--- config.mk ---
export PLATFORM = sky130hd
export DESIGN_NAME = pipe_adder
export DESIGN_NICKNAME = d
export VERILOG_FILES = /design/src/rtl/pipe_adder_pkg.sv /design/src/rtl/adder_seg.sv /design/src/rtl/pipe_adder.sv
export SDC_FILE = /design/constraint.sdc
export NUM_CORES = 1
export LEC_CHECK = 0
export BUFFER_PORTS_ARGS = -buffer_cell sky130_fd_sc_hd__buf_2
export CORE_MARGIN = 2
export CORE_UTILIZATION = 29
export DETAILED_ROUTE_END_ITERATION = 6
export GPL_TIMING_DRIVEN = 0
export PLACE_DENSITY = 0.57
export REMOVE_ABC_BUFFERS = 1
export SETUP_SLACK_MARGIN = 0.3
export SKIP_CTS_REPAIR_TIMING = 1
export SYNTH_ARGS = -nofsm -noshare
export SYNTH_HDL_FRONTEND = slang
export SYNTH_SLANG_ARGS = --single-unit
--- constraint.sdc ---
create_clock -name i_clk -period 2.4 [get_ports i_clk]
set_clock_uncertainty 0.05 [all_clocks]
set_input_delay 0 -clock i_clk [delete_from_list [all_inputs] [get_ports i_clk]]
set_output_delay 0 -clock i_clk [all_outputs]
set_load 0.01 [all_outputs]
--- src/rtl/pipe_adder_pkg.sv ---
// pipe_adder_pkg: shared datapath constants for the pipelined adder.
//   PA_WIDTH / PA_SEGS : default operand width and number of carry segments.
//   pa_stage_t         : stage-record layout at the default width
//                        {valid, op1_rem, op2_rem, sum_done, carry}.
//   pa_seg_w()         : segment width helper (WIDTH / SEGS).
package pipe_adder_pkg;

  localparam int unsigned PA_WIDTH = 32;
  localparam int unsigned PA_SEGS  = 4;

  typedef struct packed {
    logic                valid;
    logic [PA_WIDTH-1:0] op1_rem;
    logic [PA_WIDTH-1:0] op2_rem;
    logic [PA_WIDTH-1:0] sum_done;
    logic                carry;
  } pa_stage_t;

  function automatic int unsigned pa_seg_w(input int unsigned width,
                                           input int unsigned segs);
    return width / segs;
  endfunction

endpackage

--- src/rtl/adder_seg.sv ---
// adder_seg: combinational SW-bit ripple segment of the pipelined adder.
//   a, b  : segment operand bits (b already inverted for subtract)
//   cin   : carry into the segment LSB
//   s     : segment sum
//   cout  : carry out of the segment MSB
//   cmsb  : carry into the segment MSB (signed-overflow detection)
module adder_seg #(
  parameter int unsigned SW = 8
) (
  input  logic [SW-1:0] a,
  input  logic [SW-1:0] b,
  input  logic          cin,
  output logic [SW-1:0] s,
  output logic          cout,
  output logic          cmsb
);

  logic [SW:0] full;

  assign full = {1'b0, a} + {1'b0, b} + {{SW{1'b0}}, cin};
  assign s    = full[SW-1:0];
  assign cout = full[SW];
  // The MSB sum bit is a^b^carry_in, so the carry into it is recovered by
  // XOR-ing the sum bit back out.
  assign cmsb = a[SW-1] ^ b[SW-1] ^ s[SW-1];

endmodule

--- src/rtl/pipe_adder.sv ---
// pipe_adder: pipelined WIDTH-bit adder/subtractor, carry chain split into
// SEGS segments, one per pipeline stage (skewed pipeline).
//   i_clk, i_rst_n       : clock (rising edge), async active-low reset
//   i_valid / o_ready    : upstream handshake; capture on i_valid && o_ready
//   i_op1, i_op2         : operands
//   i_sub, i_cin         : 0 -> op1+op2+cin, 1 -> op1-op2 (cin ignored)
//   o_valid / i_ready    : downstream handshake
//   o_sum, o_cout        : result mod 2^WIDTH, carry out (1 = no borrow on sub)
//   o_ovf, o_zero        : signed overflow, o_sum == 0
// Stall is global: every stage advances when the output slot is empty or
// being consumed, so bubbles stay in place and are never squeezed out.
module pipe_adder
  import pipe_adder_pkg::*;
#(
  parameter int unsigned WIDTH = PA_WIDTH,
  parameter int unsigned SEGS  = PA_SEGS
) (
  input  logic             i_clk,
  input  logic             i_rst_n,
  input  logic             i_valid,
  output logic             o_ready,
  input  logic [WIDTH-1:0] i_op1,
  input  logic [WIDTH-1:0] i_op2,
  input  logic             i_sub,
  input  logic             i_cin,
  output logic             o_valid,
  input  logic             i_ready,
  output logic [WIDTH-1:0] o_sum,
  output logic             o_cout,
  output logic             o_ovf,
  output logic             o_zero
);

  localparam int unsigned SW = pa_seg_w(WIDTH, SEGS);

  typedef struct packed {
    logic             valid;
    logic [WIDTH-1:0] op1_rem;
    logic [WIDTH-1:0] op2_rem;
    logic [WIDTH-1:0] sum_done;
    logic             carry;
  } stage_t;

  logic             advance;
  logic [WIDTH-1:0] op2_eff;
  logic             cin_eff;
  logic             ovf_q;

  assign advance = !o_valid || i_ready;
  assign o_ready = advance;

  // Subtract is op1 + ~op2 + 1, so the inversion and forced carry happen
  // once at the input and every segment is a plain adder.
  assign op2_eff = i_sub ? ~i_op2 : i_op2;
  assign cin_eff = i_sub | i_cin;

  for (genvar k = 0; k < SEGS; k++) begin : g_seg
    stage_t        prev;
    stage_t        nxt;
    stage_t        q;
    logic [SW-1:0] s;
    logic          cout;
    logic          cmsb;

    // ---- stage k input: raw operands for k==0, stage k-1 register otherwise
    if (k == 0) begin : g_src
      always_comb begin
        prev          = '0;
        prev.valid    = i_valid;
        prev.op1_rem  = i_op1;
        prev.op2_rem  = op2_eff;
        prev.carry    = cin_eff;
      end
    end else begin : g_src
      assign prev = g_seg[k-1].q;
    end

    adder_seg #(.SW(SW)) u_seg (
      .a    (prev.op1_rem[k*SW +: SW]),
      .b    (prev.op2_rem[k*SW +: SW]),
      .cin  (prev.carry),
      .s    (s),
      .cout (cout),
      .cmsb (cmsb)
    );

    always_comb begin
      nxt                       = prev;
      nxt.sum_done[k*SW +: SW]  = s;
      nxt.carry                 = cout;
    end

    // ---- stage k register
    always_ff @(posedge i_clk or negedge i_rst_n) begin
      if (!i_rst_n)     q <= '0;
      else if (advance) q <= nxt;
    end

    if (k == SEGS - 1) begin : g_last
      // Operand bits are fully consumed by the final stage; they are folded
      // here only so that they are visibly accounted for.
      logic ops_unused;
      assign ops_unused = ^{q.op1_rem, q.op2_rem};

      always_ff @(posedge i_clk or negedge i_rst_n) begin
        if (!i_rst_n)     ovf_q <= 1'b0;
        else if (advance) ovf_q <= cout ^ cmsb;
      end
    end else begin : g_mid
      // Carry into an inner segment MSB carries no meaning for overflow.
      logic cmsb_unused;
      assign cmsb_unused = cmsb;
    end
  end

  // ---- output stage: last register drives the result port directly
  assign o_valid = g_seg[SEGS-1].q.valid;
  assign o_sum   = g_seg[SEGS-1].q.sum_done;
  assign o_cout  = g_seg[SEGS-1].q.carry;
  assign o_ovf   = ovf_q;
  assign o_zero  = (o_sum == '0);

endmodule

**Word level (Yosys, flattened, before mapping)**

Index checks and enable logic that the tools add are counted.

- Register bits: 281
- Bits of input ports: 70
- Logic and storage cells: 36

- Add/sub/neg operators: 8
- Muxes and demuxes: 1
- Bitwise gates (word level): 5
- Reduce and logical (&&, ||, !) cells: 3

Operators by type and width:

| operator | count |
|---|---|
| $add 8x8->9 | 4 |
| $add 9x1->9 | 4 |
| $logic_not 32->1 | 1 |
| $mux 32 | 1 |
| $not 32->32 | 1 |
| $xor 1x1->1 | 3 |
| $logic_not 1->1 | 1 |
| $logic_or 1x1->1 | 1 |
| $or 1x1->1 | 1 |

**Longest topological paths before layout**

- Depth after elaboration: 4
- Gate-level depth with buffers: 11
- Gate-level depth less buffers: 9

**Cells and area by module**

A second synthesis with hierarchy kept.

- Cell total of the unflattened synthesis: 640
- Area, all modules: 9197.6 um^2

By module, submodules not included:

| module | instances | cells each | area each (um^2) | seq. area each (um^2) |
|---|---|---|---|---|
| pipe_adder | 1 | 468 | 7778.7 | 4629.4 |
| adder_seg (g_seg[2].u_seg ...) | 2 | 43 | 364.1 | 0.0 |
| adder_seg (g_seg[0].u_seg ...) | 2 | 43 | 345.3 | 0.0 |

**Worst setup path after synthesis**

OpenSTA, ideal clock, no wires.

- Path kind: input -> register
- Start: input i_sub
- End: register g_seg[0].q[7] (netlist bit)
- Setup time: 131 ps
- Data arrival time: 2079 ps
- Data required time: 2219 ps
- Slack: 140 ps
- Stages: 11
- Cell sequence: clkbuf_1 > buf_2 > xor2_1 > fa_1 > inv_1 > fa_1 > nor2b_1 > o21ai_0 > a21boi_0 > or3_1 > nand3_1

- Word-level cells in the longest chain between the ends: 3
- Elaborated cells on any way between the ends: 4
- Those cells by class: add/sub (2); mux (1); bitwise (1)

RTL lines:

| what | RTL line | RTL |
|---|---|---|
| start, declared | pipe_adder.sv:24 | `input logic i_sub,` |
| $mux 32 | pipe_adder.sv:54 | `assign op2_eff = i_sub ? ~i_op2 : i_op2;` |
| $add 8x8->9 | adder_seg.sv:20 | `assign full = {1'b0, a} + {1'b0, b} + {{SW{1'b0}}, cin};` |
| $add 9x1->9 * | adder_seg.sv:20 |  |
| end signal, assigned | pipe_adder.sv:96 | `else if (advance) q <= nxt;` |
| end, declared | pipe_adder.sv:60 | `stage_t q;` |

Every way passes the cells marked *; elsewhere a longest branch is shown, timed or not.
A chain may end at the register's enable or synchronous reset.

**Worst setup path after layout**

- Start: register g_seg[2].q[89] (netlist bit)
- End: register g_seg[3].q, in the netlist o_sum[30]

- Word-level cells in the longest chain between the ends: 2

RTL lines:

| what | RTL line |
|---|---|
| start, declared | pipe_adder.sv:60 |
| start signal, assigned | pipe_adder.sv:96 |
| $add 8x8->9 | adder_seg.sv:20 |
| $add 9x1->9 | adder_seg.sv:20 |
| end signal, assigned | pipe_adder.sv:96 |
| end, declared | pipe_adder.sv:60 |

No other way between the ends.

==> summary.md <==
The number of placement rows was 62. The detailed-placement wirelength estimate was 11.5 mm; the average size of a mapped cell was 9.05 um^2. The count of pins over their slew limit was 0; the share of flip-flops with an asynchronous set or reset after synthesis was 1.00. The share of post-route cells with drive strength above 1 is 0.169, and the I/O pin count is 107. After detailed routing, the total wire length is 18.3 mm. Number of antenna-violating nets in the routed design: 0. The run gives 435 uV as the worst-case vdd ir drop. The slowest cell on the critical path was sky130_fd_sc_hd__fa_2. Compared with the post-synthesis result, the final layout area differs by 28.2%.

Number of cells in the finished layout apart from fillers: 1489. The die covers 0.0306 mm^2. The average via count per standard cell came out at 4.35. The cell count after placement was 1388; the sink count of the clock tree was 185.

The relative contribution of sequential cells to total power is 0.400. The pin slew with the least headroom to its limit came out at 0.905 ns. The run gives 2.66 ns as the data required time at the worst endpoint.

The tools report the placed standard-cell area as 0.00947 mm^2. Along the worst path, the maximum fanout reaches 3. Clock tree synthesis inserted a total of 17 buffers.

The dominant synthesized flop cell was sky130_fd_sc_hd__dfrtp_1. In this design, the largest share of critical-path delay is due to adder cells. TritonCTS built the clock tree. Walking the worst path, the cells encountered are fa_2 -> inv_2 -> fa_2 -> nor2b_4 -> o31a_4 -> buf_4 -> o21ai_2 -> nor4b_2 -> nor3_1. The total power per unit cell area was 1240 mW/mm^2; the number of flip-flops and latches in the synthesized netlist was 185. The first detailed-routing pass ran for 4 iterations. The largest single stage delay on the critical path is 0.45 ns. The remaining design rule violation count came out at 0.

The flow ran to the end, but the final reports show violations. The run gives 0.546 as the portion of the post-synthesis area used by sequential elements. Switching part of the total power: 0.385.

The critical path launch point type was a flop. Start-to-end type of the worst setup path: reg -> reg. The via count of the first global-routing pass is 6128. The synthesized netlist occupies a cell area of 0.00847 mm^2. The combined buffer and inverter count along the critical path is 2, and the largest net degree at the start of global routing is 94. The fraction of post-synthesis cell area in the top cell type by area is 0.546. Of all cell types, the one taking the most synthesized area is sky130_fd_sc_hd__dfrtp_1. The shortest clock period the worst path allows after layout is 2.21 ns.

Measured along the x axis, the die boundary spans 175 um. The sum of negative setup slack came out at 0 ns. The per-cell routed wire length is 12.3 um. Buffers placed on the I/O ports in this run total 106. The floorplan step defined a core boundary enclosing 0.0287 mm^2.

The clock network power share is 0.208, and the global-route congestion overflow total is 0. For this run, the number of Yosys warnings is 0. The tools report the diode insertion count for antenna repair as 0. CTS built an H-tree with a depth of 4.

Yosys mapped a number of flops with a built-in enable equal to 0. The final critical-path share of the clock period came out at 0.922. The logs give 30.2 mm for the global-route wire length before repair and 5190 uW for the net switching power. Yosys attributes the largest share of cell area to sky130_fd_sc_hd__dfrtp_1 55%, sky130_fd_sc_hd__nand2_1 19%, sky130_fd_sc_hd__ha_1 4.1%. The tools report the post-route cell area as 0.0109 mm^2. Gate count after technology mapping: 936.

The internal power of the cells totals 8290 uW. For this run, the top clock speed supported by timing is 452 MHz. For the final count of hold timing violations, the log shows 1. The clock passes through at most 2 buffers. The height of the die was 175 um; the total number of vias was 6474.

For this design the static power due to leakage is 0.00538 uW. By instance count, the cell type seen most on the critical path is sky130_fd_sc_hd__fa_2. The cell chosen for the clock root is sky130_fd_sc_hd__clkbuf_16. The relative max-transition margin came out at 0.394.

The run gives -0.00163 ns as the tightest hold margin. The tools report the overall track demand over capacity in global routing as 0.120. Setup repair after global routing could not meet its margin everywhere. Max-cap violation count: 0. Overall power consumption after layout is estimated at 13500 uW.

The critical path endpoint category was a flop. The worst min-delay path category was in -> reg. Yosys mapped the design onto 38 distinct sky130hd cell types. After synthesis, the most frequently instantiated cells are 432 x sky130_fd_sc_hd__nand2_1, 185 x sky130_fd_sc_hd__dfrtp_1, 52 x sky130_fd_sc_hd__o21ai_0, 29 x sky130_fd_sc_hd__xnor2_1, 28 x sky130_fd_sc_hd__ha_1.

In this run, the number of DRC markers left after iteration 0 of detailed routing was 369. The tools report the initial antenna violation count as 0. The checks that failed: negative hold slack.

For the share of the core filled with cells, the log shows 0.378. The final net count was 1198. The logs give 2.48 ns for the data arrival at the endpoint of the critical path and 0.392 for the share of total power in combinational logic. Starting utilization of the core area: 0.295. Routability-driven placement finished with a final weighted congestion of 0.770. The clock reaches the later pin of the worst-skew pair after 0.43 ns. After clock tree synthesis, the clock-pin slew on the worst setup and hold paths is 0.08 ns. Setup violations remaining at the end of the flow were counted as 0. Among all cell types in the netlist, the one instantiated most often is sky130_fd_sc_hd__nand2_1.
[area by class of cell]
class / count / area, um^2
multi-input cells: 696 / 3710
clock inverters: 15 / 168
well taps: 384 / 480
clock buffers: 17 / 425
inverters: 12 / 61.3
flip-flops and latches: 185 / 4630
fillers: 2981 / 17800
repair buffers: 180 / 1390
[layout by cell type (no fill, tap or decap), drive strengths merged, types with 2 or more instances in the layout]
| master | Yosys | routed |
|---|---|---|
| nand2 | 432 | 432 |
| dfrtp | 185 | 185 |
| buf | 23 | 124 |
| dlygate4sd3 | 0 | 54 |
| o21ai | 52 | 52 |
| xnor2 | 29 | 29 |
| ha | 28 | 28 |
| a21oi | 26 | 26 |
| nor2 | 21 | 21 |
| clkbuf | 22 | 19 |
| inv | 12 | 19 |
| xor2 | 18 | 18 |
| a211oi | 10 | 10 |
| a21o | 9 | 9 |
| nor4 | 9 | 9 |
| fa | 8 | 8 |
| nand3 | 6 | 6 |
| nor3b | 6 | 6 |
| nor3 | 5 | 5 |
| and3 | 5 | 5 |
| o21bai | 5 | 5 |
| clkinv | 0 | 5 |
| nor2b | 3 | 5 |
| clkinvlp | 0 | 3 |
| nand4 | 2 | 2 |
| or3 | 2 | 2 |
| mux2i | 2 | 2 |
| or4b | 2 | 2 |
| nand2b | 2 | 2 |
| o211ai | 2 | 2 |
| a31oi | 2 | 2 |
[flip-flops by register name, summed over array words and instances, names as in the netlist]
name / count
o_ovf: 1
g_seg.q: 150
o_sum: 32
o_valid: 1
o_cout: 1
[worst register-to-register path: cells and delay by family, from the launching register on]
kind,cells,cell delay (ns)
flops,1,0.41
buf+inv,2,0.22
simple gates,3,0.32
compound gates,2,0.43
fa+ha+maj,2,0.69
[cells by family after synthesis]
group                    count (synthesis)  synth area share
AND/OR/NAND/NOR                        497             0.234
flip-flops                             185             0.546
AO/OA/AOI/OAI                          112            0.0794
buffers and inverters                   57            0.0286
XOR/XNOR                                47            0.0486
adder cells (fa/ha/maj)                 36            0.0602
multiplexers                             2           0.00236
[through the flow]
stage	hold WS [ns]	setup slack, ns
floorplan	-0.346	-10.28
global placement	0.147	-19.55
detailed placement	0.0322	-0.573
CTS	-0.438	-0.641
global route	0.0269	0.0542
finish	-0.00163	0.187
[power by group through the flow]
stage                     combinational, uW  clock [uW]  sequential, uW
after floorplan                        3130           0            5190
after global placement                 3340           0            4880
after detailed placement               4920           0            5430
after CTS                              4940        2920            5370
after global routing                   6100        3050            5590
final                                  5290        2800            5390
[path summary, 6_finish.rpt]
check	start	depth (start not counted)	slack [ns]	end
setup / recovery	g_seg[2].q[89]	9	0.19	o_sum[30]
hold / removal	i_op1[3]	4	-0.002	g_seg[0].q[4]
setup reg to reg	g_seg[2].q[89]	9	0.19	o_sum[30]
hold reg to reg	g_seg[2].q[97]	2	0.42	g_seg[2].q[97]
max in group asynchronous	i_rst_n	3	1.26	o_sum[14]
min in group asynchronous	i_rst_n	2	0.12	g_seg[1].q[94]
[routing by layer]
| layer | wire (um) | up-vias | track usage |
|---|---|---|---|
| met5 | 0 | - | 0 |
| met4 | 202 | 0 | 0.0372 |
| met3 | 403 | 9 | 0.0202 |
| met2 | 8590 | 71 | 0.193 |
| met1 | 9150 | 3055 | 0.166 |
| li1 | - | 3339 | - |
Note: power is estimated with default switching activity, not from simulation.
